$ cat src/rtl/freq_sort_if.sv
// ----------------------------------------------------------------------------
// freq_sort_if
//   Bundle between the symbol frequency counter and the frequency sorter.
//   The counter side (master) presents the packed {freq,sym} table with
//   count_over. The sorter side (slave) returns the sorted table and the
//   sticky sort_over flag.
//
//   Signals
//     count_over   master->slave  counter finished; FREQUENT_IN valid while high
//     FREQUENT_IN  master->slave  N_SYM entries, entry k = {freq, sym}
//     SORTED_OUT   slave->master  sorted table, entry 0 = smallest
//     sort_over    slave->master  sort complete; SORTED_OUT valid while high
// ----------------------------------------------------------------------------
interface freq_sort_if #(
    parameter int N_SYM  = 10,
    parameter int FREQ_W = 8,
    parameter int SYM_W  = 5
);
    localparam int EW = FREQ_W + SYM_W;

    logic                  count_over;
    logic [N_SYM*EW-1:0]   FREQUENT_IN;
    logic [N_SYM*EW-1:0]   SORTED_OUT;
    logic                  sort_over;

    modport master (
        output count_over,
        output FREQUENT_IN,
        input  SORTED_OUT,
        input  sort_over
    );

    modport slave (
        input  count_over,
        input  FREQUENT_IN,
        output SORTED_OUT,
        output sort_over
    );
endinterface

$ cat src/rtl/freq_sort.sv
// ----------------------------------------------------------------------------
// freq_sort
//   Captures the {frequency,symbol} table from the frequency counter when
//   count_over is seen, sorts it into ascending order with an odd-even
//   transposition network (one pass per clock, N_SYM passes), then holds the
//   result with a sticky sort_over flag until reset.
//
//   Ports
//     CLK   input   rising-edge clock
//     nRST  input   synchronous active-low reset
//     bus   freq_sort_if.slave (count_over, FREQUENT_IN in;
//                               SORTED_OUT, sort_over out)
//
//   Configuration macro
//     FREQ_SORT_ZERO_LAST_EN : when defined, freq==0 entries rank above every
//     nonzero freq so unused symbols collect at the top of the table.
// ----------------------------------------------------------------------------
module freq_sort #(
    parameter int N_SYM  = 10,
    parameter int FREQ_W = 8,
    parameter int SYM_W  = 5
) (
    input  logic         CLK,
    input  logic         nRST,
    freq_sort_if.slave   bus
);
    localparam int EW    = FREQ_W + SYM_W;
    localparam int CNT_W = $clog2(N_SYM) + 1;
    localparam logic [CNT_W-1:0] LAST_PASS = CNT_W'(N_SYM - 1);

    typedef enum logic [1:0] {IDLE, SORT, DONE} state_t;

    state_t              r_state;
    logic [CNT_W-1:0]    r_passCnt;
    logic [EW-1:0]       r_table [N_SYM];
    logic                r_sortOver;
    logic [EW-1:0]       w_passed [N_SYM];

    // Entry layout {freq, sym} already orders by freq then sym, so a plain
    // unsigned compare of the whole entry implements the tie-break. The zero-last
    // build prepends a "freq is zero" bit so those entries outrank everything.
    function automatic logic needSwap(input logic [EW-1:0] a, input logic [EW-1:0] b);
`ifdef FREQ_SORT_ZERO_LAST_EN
        return {(a[EW-1 -: FREQ_W] == '0), a} > {(b[EW-1 -: FREQ_W] == '0), b};
`else
        return a > b;
`endif
    endfunction

    // One transposition pass: the pass counter's parity selects whether the
    // pairs start at entry 0 or entry 1. Pairs are disjoint, so every swap
    // reads the registered table. An unpaired end entry passes through.
    always_comb begin
        for (int k = 0; k < N_SYM; k++) begin
            w_passed[k] = r_table[k];
        end
        for (int i = 0; i < N_SYM - 1; i++) begin
            if ((i[0] == r_passCnt[0]) && needSwap(r_table[i], r_table[i+1])) begin
                w_passed[i]   = r_table[i+1];
                w_passed[i+1] = r_table[i];
            end
        end
    end

    // Control FSM and table register. DONE is terminal: only nRST leaves it,
    // so count_over held high after completion never reloads the table.
    always_ff @(posedge CLK) begin
        if (!nRST) begin
            r_state    <= IDLE;
            r_passCnt  <= '0;
            r_sortOver <= 1'b0;
            for (int k = 0; k < N_SYM; k++) begin
                r_table[k] <= '0;
            end
        end else begin
            case (r_state)
                IDLE: begin
                    if (bus.count_over) begin
                        for (int k = 0; k < N_SYM; k++) begin
                            r_table[k] <= bus.FREQUENT_IN[EW*k +: EW];
                        end
                        r_passCnt <= '0;
                        r_state   <= SORT;
                    end
                end
                SORT: begin
                    for (int k = 0; k < N_SYM; k++) begin
                        r_table[k] <= w_passed[k];
                    end
                    if (r_passCnt == LAST_PASS) begin
                        r_state    <= DONE;
                        r_sortOver <= 1'b1;
                    end else begin
                        r_passCnt <= r_passCnt + 1'b1;
                    end
                end
                DONE: begin
                    r_state <= DONE;
                end
                default: begin
                    r_state <= IDLE;
                end
            endcase
        end
    end

    // The table register drives the output directly.
    for (genvar g = 0; g < N_SYM; g++) begin : g_out
        assign bus.SORTED_OUT[EW*g +: EW] = r_table[g];
    end
    assign bus.sort_over = r_sortOver;

endmodule

$ cat src/flat_wrapper.sv
// flat-port wrapper written by rule: the top's interface ports become plain ports
module freq_sort_flat 
#(
    parameter int N_SYM  = 10,
    parameter int FREQ_W = 8,
    parameter int SYM_W  = 5
)
  (CLK, nRST, bus_count_over, bus_FREQUENT_IN, bus_SORTED_OUT, bus_sort_over);
  freq_sort_if #(.N_SYM(N_SYM), .FREQ_W(FREQ_W), .SYM_W(SYM_W)) bus_i ();
  input  logic CLK;
  input  logic nRST;
  input wire logic [$bits(bus_i.count_over)-1:0] bus_count_over;
  input wire logic [$bits(bus_i.FREQUENT_IN)-1:0] bus_FREQUENT_IN;
  output wire logic [$bits(bus_i.SORTED_OUT)-1:0] bus_SORTED_OUT;
  output wire logic [$bits(bus_i.sort_over)-1:0] bus_sort_over;
  assign bus_i.count_over = bus_count_over;
  assign bus_i.FREQUENT_IN = bus_FREQUENT_IN;
  assign bus_SORTED_OUT = bus_i.SORTED_OUT;
  assign bus_sort_over = bus_i.sort_over;
  freq_sort #(.N_SYM(N_SYM), .FREQ_W(FREQ_W), .SYM_W(SYM_W)) u_core (.CLK(CLK), .nRST(nRST), .bus(bus_i));
endmodule
$ cat config.mk
export PLATFORM = sky130hd
export DESIGN_NAME = freq_sort_flat
export DESIGN_NICKNAME = d
export VERILOG_FILES = /design/src/rtl/freq_sort_if.sv /design/src/rtl/freq_sort.sv /design/src/flat_wrapper.sv
export SDC_FILE = /design/constraint.sdc
export NUM_CORES = 1
export LEC_CHECK = 0
export BUFFER_PORTS_ARGS = -buffer_cell sky130_fd_sc_hd__clkbuf_2
export CORE_ASPECT_RATIO = 1.1
export CORE_MARGIN = 2
export CORE_UTILIZATION = 40
export CTS_CLUSTER_DIAMETER = 50
export DETAILED_ROUTE_END_ITERATION = 12
export GPL_TIMING_DRIVEN = 0
export HOLD_SLACK_MARGIN = 0.15
export PLACE_DENSITY = 0.6
export SLEW_MARGIN = 20
export SYNTH_ARGS = -nofsm -noshare
export SYNTH_HDL_FRONTEND = slang
export SYNTH_SLANG_ARGS = --single-unit
$ cat constraint.sdc
create_clock -name CLK -period 4.83 [get_ports CLK]
set_clock_uncertainty 0.2 [all_clocks]
set_input_delay 0.966 -clock CLK [delete_from_list [all_inputs] [get_ports CLK]]
set_output_delay 0.966 -clock CLK [all_outputs]
set_load 0.005 [all_outputs]
==> summary.txt <==
Power
  • Power density relative to cell area: 579 nW/um2
  • Switching power summed over all nets: 3140 uW
  • VDD IR-drop max: 0.252 mV
  • Cell Int Power: 4100 uW
  • Share of power burned in the clock network: 0.217
  • Leakage Power: 0.00566 uW
  • Final Total Pwr: 7230 uW
  • Share of power burned in registers: 0.368
  • Share of total power in combinational logic: 0.415
  • Switching power share of the total: 0.433

Detailed routing
  • Antenna viol nets, final: 0
  • Routed wire length: 37600 um
  • Starting DRC count in detailed routing: 865
  • Total vias in the final route: 9725
  • Number of remaining DRC errors: 0
  • Mean number of vias per cell: 5.90
  • Detailed Routing Iterations Pass 1: 5
  • DR WL/cell: 22.8 um

Critical path
  • Cell at the slowest stage of the critical path: sky130_fd_sc_hd__edfxtp_1
  • Ordered list of cells on the worst path: inv_1 > ha_1 > and3_4 > o21ai_2 > a311o_1 > a311oi_4 > buf_6 > nor3_1 > nor2_2
  • Worst reg-to-reg setup slack: 1.27 ns
  • Crit path DAT: 3.43 ns
  • Reg-to-Reg End: u_core.r_table[0][73]
  • Buffers plus inverters on the worst setup path: 2
  • CP Data Required Time: 4.69 ns
  • Maximum fanout along the worst path: 13
  • Type of destination of the critical path: flip-flop
  • Category of the most critical setup path: flip-flop to flip-flop
  • Register-to-Register Path Depth: 9
  • Critical Path Start Type: flip-flop
  • Largest stage delay on the critical path: 0.58 ns
  • Top Family by Delay on Critical Path: compound AO/OA/AOI/OAI gates
  • Critical register-to-register path startpoint: u_core.r_table[0][69]

Placed design
  • Final HPWL DP: 28500 um
  • Final weighted congestion in routability-driven placement: 0.893
  • Inst Count DP: 1616
  • Count of port buffers added during placement: 263

Synth
  • Warnings from Yosys: 0
  • Post-synth net total: 1295
  • Most frequently used flop master after synthesis: sky130_fd_sc_hd__edfxtp_1
  • Count of flip-flops with a built-in enable after synthesis: 130
  • Gate Count Post-Synth: 1041
  • Synthesized flop and latch total: 138
  • Sequential element share of the synthesized area: 0.405
  • Mean area per synthesized cell: 9.64 um2
  • Synthesized area: 10000 um2
  • Number of different library cells in the post-synthesis netlist: 60
  • Fraction of registers with async set/reset: 0

Layout
  • Number of fillers in the final layout: 2359
  • Post-layout util: 0.509
  • Antenna cells: 0
  • Area growth syn-to-layout: 24.5%
  • Number of nets in the final layout: 1579
  • Most used cells in the layout excluding fill and tap cells: sky130_fd_sc_hd__clkbuf_2 (263), sky130_fd_sc_hd__edfxtp_1 (130), sky130_fd_sc_hd__inv_1 (123), sky130_fd_sc_hd__ha_1 (121), sky130_fd_sc_hd__nand2_1 (84)
  • Post-layout instance count excluding filler cells: 1647
  • Fraction of layout instances using a drive strength above 1: 0.279
  • Most common cell after layout, fill and taps aside: sky130_fd_sc_hd__clkbuf_2

STA
  • Final setup violation count: 0
  • Fin crit period: 3.56 ns
  • Slew at the pin closest to its max-slew limit: 0.939 ns
  • Worst slew margin relative to its limit: 0.374
  • Worst Hold Margin: 0.306 ns
  • Setup repair after global routing missed its margin: no
  • Final hold vios: 0
  • Number of pins exceeding their max-slew limit in the final report: 0
  • Period utilization: 0.738
  • Maximum frequency from static timing analysis: 281 MHz

Clocking
  • Number of buffers inserted to repair setup after CTS: 0
  • Clock latency on the worst-skew pair: 0.44 ns
  • CTS hold repair buffers: 0
  • H-tree Lvls: 4
  • Total number of clock tree sinks: 138
  • Maximum buffer depth of the clock tree: 2
  • Gates resized, CTS repair: 0
  • Num CTS Buffers: 17
  • Buffer type at the clock tree root: sky130_fd_sc_hd__clkbuf_16
  • Clock slew at reported path FFs: 0.06 ns
  • Clock tree from TritonCTS: yes

Worst hold path
  • Hold path startpoint: u_core.bus.sort_over
  • End point of the most critical hold path: u_core.bus.sort_over
  • Worst hold path cell count: 2
  • Worst hold-check path type: flip-flop to flip-flop

Global routing
  • Initial antenna violation count: 0
  • Number of global-route vias before repair: 9549
  • Wire length of the first global-routing pass: 56100 um
  • GR Util All Layers: 0.283
  • Global-route congestion overflow total: 0
  • Maximum number of pins on one net before global-route repair: 17

Die
  • Total Die Area: 26400 um2
  • Standard-cell rows: 60
  • Initial Util: 0.409
  • Die Span Y: 170 um
  • Top-level port count: 264
  • Core Region: 24500 um2
  • Die extent in x: 155 um

Status
  • Run status: finished clean

Job
  • Maximum capacitance violations: 0
[metrics by stage]
stage | setup TNS, ns | setup slack [ns] | cell area [um2]
2_1_floorplan | 0 | 0.968 | 10000
6_report | 0 | 1.27 | 12500
3_3_place_gp | -7.28 | -0.561 | 11700
5_1_grt | 0 | 1.10 | 12500
4_1_cts | 0 | 0.980 | 12500
3_5_place_dp | 0 | 0.970 | 11800
[cell families after synthesis]
kind of cell,share of synthesized area
AO/OA/AOI/OAI,0.240
XOR/XNOR,0.00262
adder cells (fa/ha/maj),0.151
buffers and inverters,0.0747
flip-flops,0.405
multiplexers,0.00299
AND/OR/NAND/NOR,0.124
[worst max path at each step]
stage / startpoint / endpoint / depth (start not counted)
global placement: nRST / u_core.r_table[0][24] / 7
CTS: u_core.r_table[0][69] / u_core.r_table[0][70] / 9
detailed placement: u_core.r_table[0][69] / u_core.r_table[0][77] / 9
finish: u_core.r_table[0][69] / u_core.r_table[0][73] / 9
global route: u_core.r_table[0][56] / u_core.r_table[0][50] / 9
floorplan: nRST / u_core.r_table[0][13] / 6
[cell usage after synthesis (all sizes together) (14+ instances only)]
cell	instances	area share
a211oi	14	0.010
a21oi	84	0.042
a221o	14	0.014
a221oi	40	0.046
a31oi	29	0.021
and2	16	0.010
buf	24	0.015
clkbuf	36	0.013
edfxtp	130	0.39
ha	121	0.15
inv	123	0.046
nand2	84	0.031
nand3	25	0.012
nand4	15	0.0093
nor2	62	0.028
nor3	18	0.0090
o21ai	89	0.045
[worst min-delay path, stage by stage, from the launching register on]
cell	delay (ns)
sky130_fd_sc_hd__dfxtp_1	0.34
sky130_fd_sc_hd__a21oi_1	0.04
sky130_fd_sc_hd__nor2b_1	0.09
[sequential cells by signal (all words and copies together) (netlist names)]
register and count:
u_core.r_table 130, u_core.r_passCnt 5, u_core.r_state 2, u_core.bus.sort_over 1
[power by group through the flow]
stage          clock (uW)  combinational, uW  sequential [uW]
2_1_floorplan           0               1920             2270
3_3_place_gp            0               2840             2660
3_5_place_dp            0               2970             2650
4_1_cts              1570               3000             2630
5_1_grt              1620               3420             2670
6_report             1570               3010             2660
[final cells by class]
class | count | area (um2) | area share
Multi-Input combinational cell | 720 | 5280 | 0.422
Sequential cell | 138 | 4060 | 0.325
Timing Repair Buffer | 265 | 1340 | 0.107
Inverter | 123 | 462 | 0.0370
Clock buffer | 18 | 429 | 0.0343
Tap cell | 310 | 388 | 0.0310
Buffer | 60 | 288 | 0.0230
Clock inverter | 13 | 249 | 0.0199
[per-layer routing]
metal | track usage | wire length (um) | vias to the layer above
met1 | 0.369 | 15600 | 4730
met3 | 0.0532 | 2920 | 76
met4 | 0.0918 | 901 | 0
met5 | 0 | 0 | -
met2 | 0.476 | 18100 | 452
li1 | - | - | 4467
(Power assumes the default switching activity.)
